$ cat src/rtl/ec1_datapath.sv
`default_nettype none
// ============================================================================
// Module   : ec1_datapath
// Brief    : EC-1 datapath - program memory, PC, IR, accumulator, output port.
// Revision : 1.0
// ============================================================================
module ec1_datapath #(
   parameter int    DW        = 8,
   parameter string INIT_FILE = ""
) (
   input  logic          clk,
   input  logic          reset,
   input  logic          IRload,
   input  logic          PCload,
   input  logic          INmux,
   input  logic          Aload,
   input  logic          JNZmux,
   input  logic          OutE,
   input  logic          Halt1,
   input  logic [DW-1:0] data_in,
   input  logic          prog_we,
   input  logic [4:0]    prog_addr,
   input  logic [7:0]    prog_wdata,
   output logic [2:0]    IR_op,
   output logic          A_nz,
   output logic [4:0]    pc,
   output logic [DW-1:0] data_out,
   output logic          out_valid,
   output logic          halted
);

   localparam logic [DW-1:0] c_one = {{(DW-1){1'b0}}, 1'b1};

   logic [7:0]    r_mem [0:31];
   logic [7:0]    r_ir;
   logic [4:0]    r_pc;
   logic [DW-1:0] r_a;
   logic [DW-1:0] r_dout;
   logic          r_out_valid;
   logic          r_halted;

   logic [7:0]    w_fetch_word;
   logic [4:0]    w_pc_next;
   logic [DW-1:0] w_a_next;

   generate
      begin : g_init_zero
         initial begin
            for (int i = 0; i < 32; i++) r_mem[i] = 8'h00;
         end
      end
   endgenerate

   // Program memory is untouched by reset and stays writable while halted.
   always_ff @(posedge clk) begin
      if (prog_we) r_mem[prog_addr] <= prog_wdata;
   end

   assign w_fetch_word = r_mem[r_pc];
   assign w_pc_next    = JNZmux ? r_ir[4:0] : r_pc + 5'd1;
   assign w_a_next     = INmux ? data_in : r_a - c_one;

   always_ff @(posedge clk or posedge reset) begin
      if (reset) begin
         r_ir        <= 8'h00;
         r_pc        <= 5'd0;
         r_a         <= '0;
         r_dout      <= '0;
         r_out_valid <= 1'b0;
         r_halted    <= 1'b0;
      end else begin
         r_out_valid <= 1'b0;
         if (Halt1) r_halted <= 1'b1;
         // All register loads sample pre-edge values, so fetch and
         // Aload+OutE combinations see the old PC / old A.
         if (!r_halted) begin
            if (IRload) r_ir <= w_fetch_word;
            if (PCload) r_pc <= w_pc_next;
            if (Aload)  r_a  <= w_a_next;
            if (OutE) begin
               r_dout      <= r_a;
               r_out_valid <= 1'b1;
            end
         end
      end
   end

   assign IR_op     = r_ir[7:5];
   assign A_nz      = |r_a;
   assign pc        = r_pc;
   assign data_out  = r_dout;
   assign out_valid = r_out_valid;
   assign halted    = r_halted;

endmodule
`default_nettype wire

$ cat config.mk
export PLATFORM = sky130hd
export DESIGN_NAME = ec1_datapath
export DESIGN_NICKNAME = d
export VERILOG_FILES = /design/src/rtl/ec1_datapath.sv
export SDC_FILE = /design/constraint.sdc
export NUM_CORES = 1
export LEC_CHECK = 0
export ABC_AREA = 1
export CORE_MARGIN = 4
export CORE_UTILIZATION = 57
export CTS_BUF_LIST = sky130_fd_sc_hd__clkbuf_4 sky130_fd_sc_hd__clkbuf_8
export CTS_CLUSTER_DIAMETER = 40
export DETAILED_ROUTE_END_ITERATION = 7
export PLACE_DENSITY = 0.78
export REMOVE_ABC_BUFFERS = 1
export SLEW_MARGIN = 10
export SYNTH_ARGS = -nofsm -noshare
export SYNTH_HDL_FRONTEND = slang
export SYNTH_SLANG_ARGS = --single-unit
export TNS_END_PERCENT = 5
$ cat constraint.sdc
create_clock -name clk -period 1.6 [get_ports clk]
set_clock_uncertainty 0.1 [all_clocks]
set_input_delay 0.32 -clock clk [delete_from_list [all_inputs] [get_ports clk]]
set_output_delay 0.32 -clock clk [all_outputs]
set_load 0.02 [all_outputs]
==> results.toml, run 1 <==
[die]
initial_core_util_pct = 58.0
die_h_um = 154
die_w_um = 154
io-pin-count = 50
std_cell_rows = 53
core_um2 = 21000
dieArea_um2 = 23800

[timing]
setup_viol = 13
relSlewSlack_pct = 76.6
setup_slack_ns = -0.364
rsz0062_at_grt = "yes"
max_freq_mhz = 509
worst_pin_slew_ns = 0.350
setup_tns_ns = -2.35
slew_violations = 0
period_share_pct = 123
min_period_ns = 1.96
hold_viol = 0

[worst_setup_path]
critPathArrivalTime_ns = 1.54
critPathCaptureType = "output port"
cpLargestDelayFamily = "flip-flops"
rrSetupSlack_ns = -0.22
critPathLaunch = "r_a[4]"
slowest_stage = "dfrtp_1"
path_depth = 5
crit_path_start_kind = "register"
reg2regPathDepth = 10
crit_type = "register to output port"
max_stage_delay_ns = 0.39
timing.rr.end = "r_ir[2]"
cp_num_buf_inv = 2
crit_end = "A_nz"
crit_chain = "inv_2, nand2_4, nor3_4, nand4_1, buf_6"
worst-path-max-fanout = 2
crit_required_ns = 1.18
r2r-start = "pc[0]"

[cells_and_area]
post-route-cell-area_um2 = 14800
nNetsFinal = 1346
diodes = 0
drive_above_1_share_pct = 16.6
instances_no_fill = 1625
syn_to_final_growth_pct = 21.4

[logic_synthesis]
yosysUniqueCellTypes = 26
syn_avg_cell_area_um2 = 10.5
ys.flop_type = "edfxtp_1"
synth_most_common_cell = "nand2_1"
synthXorXnorAreaFrac_pct = 0.144
synth_edf_count = 256
yosys_warnings = 0
synth.area.mux_share_pct = 0
synthTopCellsByArea = "edfxtp_1 63%, nand2_1 11%, dfrtp_1 6.4%"
netlist.area_leader.share_pct = 63.0
synth_top_family_by_area = "simple AND/OR/NAND/NOR gates"
syn_area_um2 = 12200
synth_compound_area_share_pct = 4.20
synth_common_cells = "350 x nand2_1, 256 x edfxtp_1, 134 x nor2_1, 127 x nand3_1, 92 x inv_1"
yosys.area_share.adder_pct = 0.308
yosys.area.top_type = "edfxtp_1"
synth_seq_cells = 287
async_flop_share_pct = 10.8
yosysSeqAreaShare_pct = 69.4
synth-simple-area-share_pct = 20.3
syn_inst = 1159

[placed_design]
port_buffers = 49
dp_cells = 1533
place_area_um2 = 13800
hpwlAfterDp_mm = 19.2
place.gp.congestion = 0.938

[grt]
antenna_found_initial = 0
grt_first_pass_wirelength_mm = 48.5
grt_usage_pct = 26.2
grt_pass1_vias = 9159
grt_max_degree = 52
grt.overflow.total = 0

[status]
violations = "negative setup slack"
status = "complete, but fails checks"

[clock_network]
root_buffer = "clkbuf_8"
cts.sinks = 287
clk_latency_ns = 0.59
cts_tree = "done"
cts_buffers = 47
cts.clk_slew.worst_paths_ns = 0.06
htreeDepth = 2
clk_path_buf_depth = 3

[route]
wirelength_mm = 31.0
drcViolationCount = 0
drt_iter0_drc = 1249
route.vias.total = 9151
ant_nets = 0
avgViaCountPerCell = 5.63
wire_per_inst_um = 19.1
firstDrtPassIters = 6

[pwr]
cellLeakagePower_nw = 6.08
vdd_drop_max_uv = 753
p_per_area_nw_per_um2 = 1160

[flow_run]
maxCapViolCount = 0

[hold_path]
hold_depth = 2
hold_path_class = "primary input to register"
==> how the worst min path moves through the flow <==
stage,end,startpoint
6_report,halted,Halt1
5_1_grt,halted,Halt1
4_1_cts,halted,Halt1
3_5_place_dp,r_ir[4],r_ir[4]
3_3_place_gp,r_ir[1],r_ir[1]
2_1_floorplan,data_out[0],reset
==> cell type report <==
| class | instances | area (um^2) |
|---|---|---|
| clock inverters | 26 | 171 |
| flip-flops and latches | 287 | 8470 |
| clock buffers | 61 | 758 |
| well taps | 275 | 344 |
| inverters | 98 | 370 |
| repair buffers | 158 | 1570 |
| fillers | 1409 | 6210 |
| multi-input cells | 720 | 3120 |
==> stage by stage <==
stage	power (mW)	hold WS (ns)	setup WS [ns]	util (%)
6_report	17.1	0.226	-0.364	70.4
3_3_place_gp	10.8	0.364	-0.287	65.6
4_1_cts	17.1	0.216	-0.341	70.2
5_1_grt	17.7	0.217	-0.457	70.4
3_5_place_dp	10.9	0.370	-0.391	65.6
2_1_floorplan	9.70	0.319	-2.75	-
==> flip-flops by register name (all words and copies together), names as in the netlist <==
signal / cells
r_mem: 256
r_ir: 8
data_out: 8
pc: 5
r_a: 8
halted: 1
out_valid: 1
==> report_power, final <==
part | internal [mW] | switching [mW]
clock network | 3.31 | 2.95
registers | 8.33 | 0.0878
logic | 0.910 | 1.53
total | 12.5 | 4.57
==> layout by cell type (no fill, tap or decap), drive strengths merged <==
cell and instances:
edfxtp 256, o22ai 6, ha 3, inv 95
a211oi 1, dfrtp 31, clkdlybuf4s50 30, nor3b 1
a31oi 1, nor3 1, a21oi 28, or2 1
clkbuf 61, clkinv 26, xor2 2, nand4 1
clkinvlp 2, nor2 134, nand3 127, o21ai 64
bufinv 1, dlygate4sd3 1, nand2 350, buf 127
==> layer usage <==
layer,GRT usage (%),vias to the layer above,share of wire [%]
met4,10.8,0,4.3
li1,-,4193,-
met3,5.88,120,11
met5,0,-,0
met1,33.6,4260,37
met2,43.6,578,48
==> logic make-up (layout without fill, tap and decap cells) <==
kind of cell    Yosys count  in the layout
fa+ha+maj                 3              3
simple gates            615            615
compound gates          100            100
xor+xnor                  2              2
flops                   287            287
buf+inv                 152            343
==> timing repair <==
item | in CTS | in global routing
endpoints found under the hold margin | 12 | 0
hold buffers | 1 | 0
setup buffers | 2 | 2
setup endpoints to repair | 28 | 19
resized for setup | 95 | 14
pin swaps | 1 | 2
cloned | 0 | 0
Power figures use the tool's default switching activity.
==> inputs of run 2 (changes only) <==
==> constraint.sdc (replaced) <==
create_clock -name clk -period 1.8 [get_ports clk]
set_clock_uncertainty 0.1 [all_clocks]
set_input_delay 0.36 -clock clk [delete_from_list [all_inputs] [get_ports clk]]
set_output_delay 0.36 -clock clk [all_outputs]
set_load 0.02 [all_outputs]
==> results.toml, run 2 (same netlist as run 1, synthesis figures left out) <==
[status]
status = "complete, but fails checks"
violations = "negative setup slack"

[flow_run]
maxCapViolCount = 0

[timing]
max_freq_mhz = 488
hold_viol = 0
min_period_ns = 2.05
whs_ns = 0.0465
rsz0062_at_grt = "yes"
setup_tns_ns = -0.411
worst_pin_slew_ns = 0.597
relSlewSlack_pct = 60.0
period_share_pct = 114
slew_violations = 0
setup_viol = 4
setup_slack_ns = -0.248

[worst_setup_path]
worst-path-max-fanout = 3
crit_required_ns = 1.34
critPathArrivalTime_ns = 1.59
crit_type = "register to output port"
crit_path_start_kind = "register"
critPathCaptureType = "output port"

[grt]
met1_usage_pct = 34.6
top_usage_layer = "met2"
grt.overflow.total = 0
met2_usage_pct = 40.2
grt_usage_pct = 25.0
grt_pass1_vias = 8418
grt_max_degree = 52
antenna_found_initial = 0
met3_usage_pct = 4.03
grt_first_pass_wirelength_mm = 45.9

[route]
drt_iter0_drc = 1042
route.vias.total = 8817
firstDrtPassIters = 6
avgViaCountPerCell = 5.54
wire_per_inst_um = 18.7
wirelength_mm = 29.8
ant_nets = 0
drcViolationCount = 0

[cells_and_area]
largest_register = "r_mem"
drive_above_1_share_pct = 12.9
multiInputGateArea_um2 = 3070
post-route-cell-area_um2 = 14300
layout_commonest_cell = "nand2_1"
syn_to_final_growth_pct = 17.6
instances_no_fill = 1591
final_cell_mix = "349 x nand2_1, 256 x edfxtp_1, 132 x nor2_1, 126 x nand3_1, 90 x inv_1"
largest_reg_flops = 256
nNetsFinal = 1317
final-seq-area_um2 = 8470
diodes = 0
fillerInstances = 1522

[pwr]
vdd_drop_max_uv = 740
cellLeakagePower_nw = 5.86
p_per_area_nw_per_um2 = 1030

[clock_network]
htreeDepth = 2
cts.clk_slew.worst_paths_ns = 0.06
postCtsHoldBufs = 0
cts_buffers = 46
root_buffer = "clkbuf_8"
clk_path_buf_depth = 3
cts_tree = "done"
clk_latency_ns = 0.56
cts.sinks = 287

[placed_design]
hpwlAfterDp_mm = 18.6
preCtsSetupSlack_ns = -0.204
port_buffers = 49
place_area_um2 = 13400
dp_cells = 1509
place.gp.congestion = 0.933

[hold_path]
hold_path_class = "primary input to async pin"

[die]
core_um2 = 21000
die_h_um = 154
die_w_um = 154
initial_core_util_pct = 58.0
dieArea_um2 = 23800
std_cell_rows = 53
io-pin-count = 50
run 2: cell types whose count changed in the layout (fill, tap and decap cells not counted), sizes merged, moves of 2 or more:
cell	previous run	this run
clkbuf	61	57
clkdlybuf4s15	0	2
dlygate4sd2	0	13
clkinv	26	24
buf	127	85
run 2: per-layer routing:
metal | share of wire (%) | vias up
li1 | - | 4116
met1 | 39 | 4080
met2 | 47 | 523
met3 | 9.6 | 98
met4 | 3.9 | 0
met5 | 0 | -
run 2: power breakdown:
| group | switching, mW | leakage (nW) | total, mW | internal, mW |
|---|---|---|---|---|
| Clock | 2.46 | 0.465 | 5.38 | 2.92 |
| Sequential | 0.0931 | 2.68 | 7.50 | 7.40 |
| Combinational | 1.28 | 2.72 | 1.93 | 0.650 |
| Total | 3.83 | 5.86 | 14.8 | 11.0 |
run 2: final timing paths:
path                       depth (start not counted)   startpoint  slack [ns]           to
hold reg to reg                                    2  data_out[3]        0.38  data_out[3]
min in group clk                                   2        Halt1        0.28       halted
hold / removal                                     3        reset        0.05  data_out[2]
setup / recovery                                   5       r_a[4]       -0.25         A_nz
setup reg to reg                                  10        pc[0]       -0.02      r_ir[2]
max in group asynchronous                          3        reset        1.36        pc[0]
run 2: area by class of cell:
| cell class | instances | share of cell area, % |
|---|---|---|
| Multi-Input combinational cell | 720 | 21.4 |
| Inverter | 98 | 2.62 |
| Clock inverter | 24 | 1.13 |
| Sequential cell | 287 | 59.1 |
| Timing Repair Buffer | 130 | 8.32 |
| Clock buffer | 57 | 5.03 |
| Tap cell | 275 | 2.40 |
run 2: timing repair:
item / in CTS / in global routing
gates resized for setup: 38 / 15
setup endpoints to repair: 19 / 13
buffers inserted: 0 / 1
pin swaps: 0 / 3
run 2: critical path, cell delays in order (launching register included):
cell and delay, ns:
dfrtp_1 0.38, inv_2 0.09, nand2_4 0.07, nor3_4 0.20, nand4_1 0.12, buf_4 0.17
run 2: metrics by stage:
step / power (mW) / utilization (%)
floorplan: 8.62 / -
global placement: 9.48 / 63.9
detailed placement: 9.52 / 63.9
CTS: 14.8 / 68.0
global route: 15.4 / 68.2
finish: 14.8 / 68.2
